===== src/rtl/seg_pkg.sv =====
// Shared types, segment table and constants for the seven-segment scan driver.
package seg_pkg;

    typedef struct packed {
        logic       dot;
        logic [3:0] hex;
    } seg_code_t;

    localparam logic [7:0] SEG_OFF = 8'hFF;
    localparam logic [7:0] CS_OFF  = 8'hFF;

    // Active-low {g,f,e,d,c,b,a}; element 0 (rightmost) is hex 0
    localparam logic [15:0][6:0] SEG_TABLE = {
        7'h0E, 7'h06, 7'h21, 7'h46,
        7'h03, 7'h08, 7'h10, 7'h00,
        7'h78, 7'h02, 7'h12, 7'h19,
        7'h30, 7'h24, 7'h79, 7'h40
    };

    function automatic logic [6:0] hex_to_seg(input logic [3:0] hex);
        return SEG_TABLE[hex];
    endfunction

endpackage


===== src/rtl/seg_hex_decoder.sv =====
// Combinational {dot,hex} to active-low {dp,g,f,e,d,c,b,a} pattern.
module seg_hex_decoder
    import seg_pkg::*;
(
    input  seg_code_t  code,
    output logic [7:0] seg
);

    assign seg = {~code.dot, hex_to_seg(code.hex)};

endmodule


===== src/rtl/seg_scan_mux.sv =====
// Time-multiplexed 8-digit seven-segment scan driver with frame-aligned updates.
// Optional SEG_SCAN_DIM_EN adds i_bright for per-slot duty-cycle dimming.
module seg_scan_mux
    import seg_pkg::*;
#(
    parameter int F_CLK     = 50000000,
    parameter int F_SCAN    = 1000,
    parameter int N_DIG     = 8,
    parameter int BLANK_CYC = 500
) (
    input  logic               i_clk,
    input  logic               i_rst,
    input  logic [5*N_DIG-1:0] i_digit_data,
    input  logic [N_DIG-1:0]   i_digit_en,
    input  logic               i_load,
`ifdef SEG_SCAN_DIM_EN
    input  logic [3:0]         i_bright,
`endif
    output logic [7:0]         o_cs,
    output logic [7:0]         o_dig_sel,
    output logic               o_frame_done
);

    localparam int DWELL = F_CLK / F_SCAN;
    localparam int CW    = (DWELL > 1) ? $clog2(DWELL) : 1;
    localparam int PW    = (N_DIG > 1) ? $clog2(N_DIG) : 1;
    localparam logic [CW-1:0] CNT_LAST = CW'(DWELL - 1);
    localparam logic [PW-1:0] PTR_LAST = PW'(N_DIG - 1);

    typedef enum logic {BLANK, SHOW} state_t;
    localparam state_t SLOT_START = (BLANK_CYC > 0) ? BLANK : SHOW;

    state_t             state_q, state_d;
    logic [CW-1:0]      cnt_q;
    logic [PW-1:0]      ptr_q;
    logic [5*N_DIG-1:0] stage_data, shadow_data;
    logic [N_DIG-1:0]   stage_en, shadow_en;
    logic               pending;
    logic [7:0]         cs_q, seg_q, cs_d, seg_d;
    logic               done_q;
    logic               wrap, fb, lit;
    seg_code_t          cur_code;
    logic [7:0]         cur_seg;

    assign wrap = (cnt_q == CNT_LAST);
    assign fb   = wrap && (ptr_q == PTR_LAST);

    assign cur_code = shadow_data[int'(ptr_q)*5 +: 5];

    seg_hex_decoder u_dec (
        .code (cur_code),
        .seg  (cur_seg)
    );

`ifdef SEG_SCAN_DIM_EN
    logic [3:0] bright_q;

    assign lit = (int'(cnt_q) - BLANK_CYC)
               < ((DWELL - BLANK_CYC) * (int'(bright_q) + 1)) / 16;

    always_ff @(posedge i_clk or posedge i_rst) begin
        if (i_rst) begin
            bright_q <= 4'hF;
        end else if (fb) begin
            bright_q <= i_bright;
        end
    end
`else
    assign lit = 1'b1;
`endif

    always_comb begin
        state_d = state_q;
        if (wrap) begin
            state_d = SLOT_START;
        end else if (int'(cnt_q) + 1 == BLANK_CYC) begin
            state_d = SHOW;
        end
    end

    always_comb begin
        cs_d  = CS_OFF;
        seg_d = SEG_OFF;
        unique case (state_q)
            BLANK: ;
            SHOW: begin
                if (shadow_en[ptr_q] && lit) begin
                    cs_d  = ~(8'd1 << ptr_q);
                    seg_d = cur_seg;
                end
            end
        endcase
    end

    always_ff @(posedge i_clk or posedge i_rst) begin
        if (i_rst) begin
            cnt_q   <= '0;
            ptr_q   <= '0;
            state_q <= SLOT_START;
            cs_q    <= CS_OFF;
            seg_q   <= SEG_OFF;
            done_q  <= 1'b0;
        end else begin
            cnt_q   <= wrap ? '0 : cnt_q + 1'b1;
            if (wrap) begin
                ptr_q <= (ptr_q == PTR_LAST) ? '0 : ptr_q + 1'b1;
            end
            state_q <= state_d;
            cs_q    <= cs_d;
            seg_q   <= seg_d;
            done_q  <= fb;
        end
    end

    // Digits come up enabled so a fresh reset shows zeros before any load
    always_ff @(posedge i_clk or posedge i_rst) begin
        if (i_rst) begin
            stage_data  <= '0;
            stage_en    <= '0;
            shadow_data <= '0;
            shadow_en   <= '1;
            pending     <= 1'b0;
        end else begin
            if (i_load) begin
                stage_data <= i_digit_data;
                stage_en   <= i_digit_en;
            end
            if (fb) begin
                pending <= 1'b0;
                if (i_load) begin
                    shadow_data <= i_digit_data;
                    shadow_en   <= i_digit_en;
                end else if (pending) begin
                    shadow_data <= stage_data;
                    shadow_en   <= stage_en;
                end
            end else if (i_load) begin
                pending <= 1'b1;
            end
        end
    end

    assign o_cs         = cs_q;
    assign o_dig_sel    = seg_q;
    assign o_frame_done = done_q;

endmodule


===== config.mk =====
export PLATFORM = sky130hd
export DESIGN_NAME = seg_scan_mux
export DESIGN_NICKNAME = d
export VERILOG_FILES = /design/src/rtl/seg_pkg.sv /design/src/rtl/seg_hex_decoder.sv /design/src/rtl/seg_scan_mux.sv
export SDC_FILE = /design/constraint.sdc
export NUM_CORES = 1
export LEC_CHECK = 0
export BUFFER_PORTS_ARGS = -buffer_cell sky130_fd_sc_hd__buf_2
export CAP_MARGIN = 20
export CORE_ASPECT_RATIO = 0.8
export CORE_MARGIN = 3
export CORE_UTILIZATION = 40
export CTS_CLUSTER_SIZE = 28
export DETAILED_ROUTE_END_ITERATION = 6
export PLACE_DENSITY = 0.56
export SKIP_CTS_REPAIR_TIMING = 1
export SYNTH_ARGS = -nofsm -noshare
export SYNTH_HDL_FRONTEND = slang
export SYNTH_SLANG_ARGS = --single-unit

===== constraint.sdc =====
create_clock -name i_clk -period 4.62 [get_ports i_clk]
set_input_delay 0.693 -clock i_clk [delete_from_list [all_inputs] [get_ports i_clk]]
set_output_delay 0.693 -clock i_clk [all_outputs]
set_load 0.005 [all_outputs]

### After elaboration in Yosys (flattened, before gate mapping)

Memory sizes are Yosys's and may differ from the RTL's.
Index checks and enable logic that the tools add are counted.

| word-level totals | value |
|---|---|
| flip-flop bits (word level) | 134 |
| latch bits | 0 |
| memory bits (writable) | 0 |
| memory bits (read-only) | 112 |
| output and inout bits | 17 |
| logic and storage cells | 47 |
| memories | 1 |

Memory list:

| memory | depth | bits a word | rd ports | clocked after memory_dff | write ports | RTL line | RTL |
|---|---|---|---|---|---|---|---|
| (no name shown) | 16 | 7 | 1 | 0 | 0 | seg_pkg.sv:21 | `return SEG_TABLE[hex];` |

| cells by class | value |
|---|---|
| add/sub/neg operators | 3 |
| multiply operators | 1 |
| div/mod/pow operators | 0 |
| $lt $le $gt $ge | 2 |
| eq/ne operators | 3 |
| shift-type cells | 2 |
| multiplexer cells | 17 |
| bitwise logic cells | 2 |
| reductions and logical operators | 5 |

Operator list:

| kind | number |
|---|---|
| $mux 40 | 2 |
| $mux 8 | 6 |
| $shiftx 40x7->5 | 1 |
| $add 16x1->17 const B | 1 |
| $eq 17x9->1 const B | 1 |
| $add 16x1->16 const B | 1 |
| $eq 16x16->1 const B | 1 |
| $mux 16 | 1 |
| $not 8->8 | 1 |
| $shl 1x3->8 const A | 1 |
| $mux 7 | 1 |
| $mul 3x3->6 const B | 1 |
| $reduce_bool 2->1 | 3 |
| $lt 4x5->1 const B | 1 |
| $mux 1 | 5 |
| $lt 3x4->1 const B | 1 |
| $add 3x1->3 const B | 1 |
| $bmux 1 s3 | 1 |
| $eq 3x3->1 const B | 1 |
| $mux 3 | 1 |
| $reduce_and 2->1 | 1 |
| $logic_and 1x1->1 | 1 |
| $not 1->1 | 1 |

### Logic depth before layout (Yosys ltp)

| depth | value |
|---|---|
| depth after elaboration | 6 |
| mapped depth | 11 |
| depth with buffers taken out | 9 |

### Modules after synthesis

From an unflattened synthesis, not the netlist that was laid out.

| second synthesis, totals | value |
|---|---|
| cell total of the unflattened synthesis | 434 |
| area total of the unflattened synthesis | 6052.1 um^2 |

Modules (own cells, without submodules):

| module | times used | cells an instance | area an instance (um^2) |
|---|---|---|---|
| seg_scan_mux | 1 | 401 | 5773.0 |
| seg_hex_decoder | 1 | 33 | 279.0 |

### Least setup slack after synthesis

Ideal clock, no wire load.

| path | value |
|---|---|
| path kind | register to register |
| start point | register ptr_q[0] |
| end point | register seg_q[3], in the netlist o_dig_sel[3] |
| library setup time | 0.079 ns |
| data arrival time | 2.454 ns |
| path slack | 2.087 ns |
| cell stages (with the launch flop) | 9 |
| clock period less this slack | 2.533 ns |
| cells stage by stage | dfrtp_1 > clkbuf_1 > buf_2 > mux4_2 > mux2_2 > inv_1 > ha_1 > o211a_1 > o21ai_0 |

| between the ends | value |
|---|---|
| cells in the longest elaborated chain, start to end | 6 |
| elaborated cells on any way between the ends | 8 |
| classes of those cells | 1 x mul; 1 x shift; 5 x mux; 1 x memory |

Ends and longest elaborated chain:

| what | RTL line | RTL |
|---|---|---|
| start, declared | seg_scan_mux.sv:35 | `logic [PW-1:0] ptr_q;` |
| start signal, assigned | seg_scan_mux.sv:106 | `ptr_q <= (ptr_q == PTR_LAST) ? '0 : ptr_q + 1'b1;` |
| $mul 3x3->6 | seg_scan_mux.sv:48 | `assign cur_code = shadow_data[int'(ptr_q)*5 +: 5];` |
| $shiftx 40x7->5 | seg_scan_mux.sv:48 |  |
| $mem_v2 16x7 | -- |  |
| $mux 7 (implied by the code) | seg_pkg.sv:21 |  |
| $mux 8 * | seg_scan_mux.sv:87 | `if (shadow_en[ptr_q] && lit) begin` |
| $mux 8 * | seg_scan_mux.sv:84 | `unique case (state_q)` |
| net seg_d[3] | seg_scan_mux.sv:39 | `logic [7:0] cs_q, seg_q, cs_d, seg_d;` |
| end signal, assigned | seg_scan_mux.sv:110 | `seg_q <= seg_d;` |
| end, declared | seg_scan_mux.sv:39 |  |

The timed path passes the listed nets; every way through them passes the cells marked *. The select of a mux whose other input is x is not followed.
A chain may end at the register's enable or synchronous reset.

### Final worst setup path

| path | value |
|---|---|
| start point | register ptr_q[0] |
| end point | register seg_q[0], in the netlist o_dig_sel[0] |

Same word-level chain as after synthesis.

==> reports/metrics.csv <==
metric;value;unit
run_status;finished, final reports clean;
mean_instance_size_in_the_synthesized_netlist;14.33;um2
total_clock_buffers_created_by_cts;17;
clock_path_buffers;2;
routabilityCongestion;0.7980;
core_area;14400;um2
fmax;344.6;MHz
number_of_antenna_violations_at_the_first_check_in_global_routing;0;
clock_insertion_delay_worst_skew;0.41;ns
num-nets-final;547;
worst_slew_pin_slew;1.020;ns
drt-initial-drc-count;146;
synth-main-ff-cell;dfrtp_1;
rsz0062_at_grt;no;
clk_pin_slew_worst_paths;0.06;ns
synth-seq-area-share;0.5703;
hold_path.class;in -> async;
tritoncts_clock_tree;done;
power_density;385.2;nW/um2
post_synth_inst_count;414;
setup.reg_to_reg.worst_slack;1.72;ns
slew_viol_final;0;
die_width;142.2;um
wl_per_cell;16.47;um
yosysTopAreaCell;dfrtp_1;
cts-root-buf;clkbuf_16;
post-synth-top-area-fraction;0.4640;
die_outline_area;16340;um2
ys_async_sr_fraction;1.000;
count_of_unique_library_cells_instantiated_by_yosys;46;
rows;39;
cts_sinks;134;
area_growth;18.35;%
power.static_leakage;3.221;nW
ctsHtreeMaxLevel;4;
drt-pass1-iter-count;4;
finalWorstPathRequiredPeriod;2.902;ns
required;4.94;ns
post-layout-total-power;2.704;mW
postSynthNetCount;478;
grt_pass1_wl;18.36;mm
timing.max_cap.violations;0;
timing.final.hold_violations;0;
synth-edff-count;0;
io_pins;68;
nFillCells;1273;
end_kind;flop;
post-route-drc-count;0;
r2r.worst_path.cells;5;
wirelength;11.20;mm
worst_ep_arrival_time;3.22;ns
place.detailed.hpwl;7.774;mm
via_count_of_the_first_global_routing_pass;3446;
timing.critical_path.fanout_max;16;
dr_total_vias;3448;
setup_viol_count_final;0;
synth_warn;0;
maximum_number_of_pins_on_one_net_before_global_route_repair;61;
final_util;0.4877;
critical_path_class;reg -> reg;
timing.setup.tns;0;ns
postSynthRegisterBits;134;
floorplan.die.height;114.9;um
most_frequent_standard_cell_in_the_layout_excluding_fill_and_tap_cells;dfrtp_1;
place.port_buffers;67;
timing.critical_path.from_type;flop;
n_antenna_cell;0;
timing.clock.skew;0.007086;ns
layout-drive-gt1-share;0.4919;
synth.area.top_cells;dfrtp_1, mux2_2, dfstp_2;
grt-ovfl-total;0;
vias_per_std_cell;5.071;
global_route.usage.total;0.1479;
layout.cells.most_common_list;dfrtp_1, mux2_2, buf_2;
relSlewSlack;0.3009;
syn-cell-area;5932;um2
irDropWorstVdd;259.2;uV
postRouteAntennaNets;0;
finalCritPeriodShare;0.6281;
floorplan.initialDensity;0.4121;
-- kinds of logic after synthesis --
logic type                 share of synthesized area
muxes                                         0.2510
adders and majority gates                    0.02742
and+or+nand+nor                              0.07804
AOI/OAI and AO/OA                            0.02827
DFF                                           0.5703
buffers and inverters                        0.02278
xor gates and xnor gates                     0.02215
-- worst paths after layout --
path | start | to
worst min-delay path | i_rst | stage_data[34]$_DFFE_PP0P_
min in group i_clk | stage_data[18]$_DFFE_PP0P_ | stage_data[18]$_DFFE_PP0P_
worst max-delay path | ptr_q[0]$_DFFE_PP0N_ | o_dig_sel[0]$_DFF_PP1_
worst max register to register | ptr_q[0]$_DFFE_PP0N_ | o_dig_sel[0]$_DFF_PP1_
max in group asynchronous | i_rst | o_dig_sel[6]$_DFF_PP1_
worst min register to register | stage_data[18]$_DFFE_PP0P_ | stage_data[18]$_DFFE_PP0P_
-- critical path, stage by stage, from the launching register on --
cell and delay (ns):
dfrtp_1 0.89, mux4_2 0.63, mux2i_1 0.78, nand2_1 0.23, a21oi_1 0.19, o21ai_0 0.08
-- routing by layer --
metal,GRT usage,wire length (um)
met1,0.2143,5623
met2,0.2065,4940
met3,0.03742,419
met4,0.07353,214
met5,0,0
-- metrics by stage --
step | cell area (um2) | hold slack [ns] | std cells | worst slack (ns)
final | 7020 | 0.4210 | 680 | 1.718
after global routing | 7020 | 0.4798 | 680 | 1.411
after CTS | 7020 | 0.4385 | 680 | 1.668
after detailed placement | 6421 | 0.4883 | 648 | 1.661
after global placement | 6421 | 0.4823 | 648 | 1.707
after floorplan | 5932 | 0.4578 | 414 | 0.3840
-- layout make-up --
cell class	count	area, um2	area share
clock buffers	19	442.9	0.06309
clock inverters	13	156.4	0.02228
inverters	7	28.78	0.004099
multi-input cells	252	2414	0.3438
flip-flops and latches	134	3383	0.4819
well taps	184	230.2	0.03279
repair buffers	71	365.4	0.05204
-- sequential cells by signal, indices dropped and copies added (netlist names) --
register	count
state_q	1
pending	1
o_dig_sel	8
o_frame_done	1
shadow_en	8
o_cs	8
stage_en	8
stage_data	40
cnt_q	16
ptr_q	3
shadow_data	40
-- synth_stat cells, drive strengths merged, types with 4 or more instances --
| cell | n |
|---|---|
| o21ai | 5 |
| clkbuf | 9 |
| nand2 | 22 |
| and2 | 5 |
| dfstp | 24 |
| inv | 7 |
| a21oi | 4 |
| nor2 | 18 |
| mux4 | 12 |
| xnor2 | 7 |
| dfrtp | 110 |
| ha | 13 |
| nor3 | 4 |
| nand3 | 13 |
| mux2 | 98 |
| buf | 12 |
| xor2 | 8 |
| mux2i | 4 |
| nand4 | 5 |
-- where the power goes --
group          leakage, nW  internal, mW  switching [mW]
clock                0.292         0.859           0.500
combinational         1.27        0.0558          0.0625
sequential            1.66          1.22         0.00979
No activity file was read; power rests on OpenSTA's default activity.
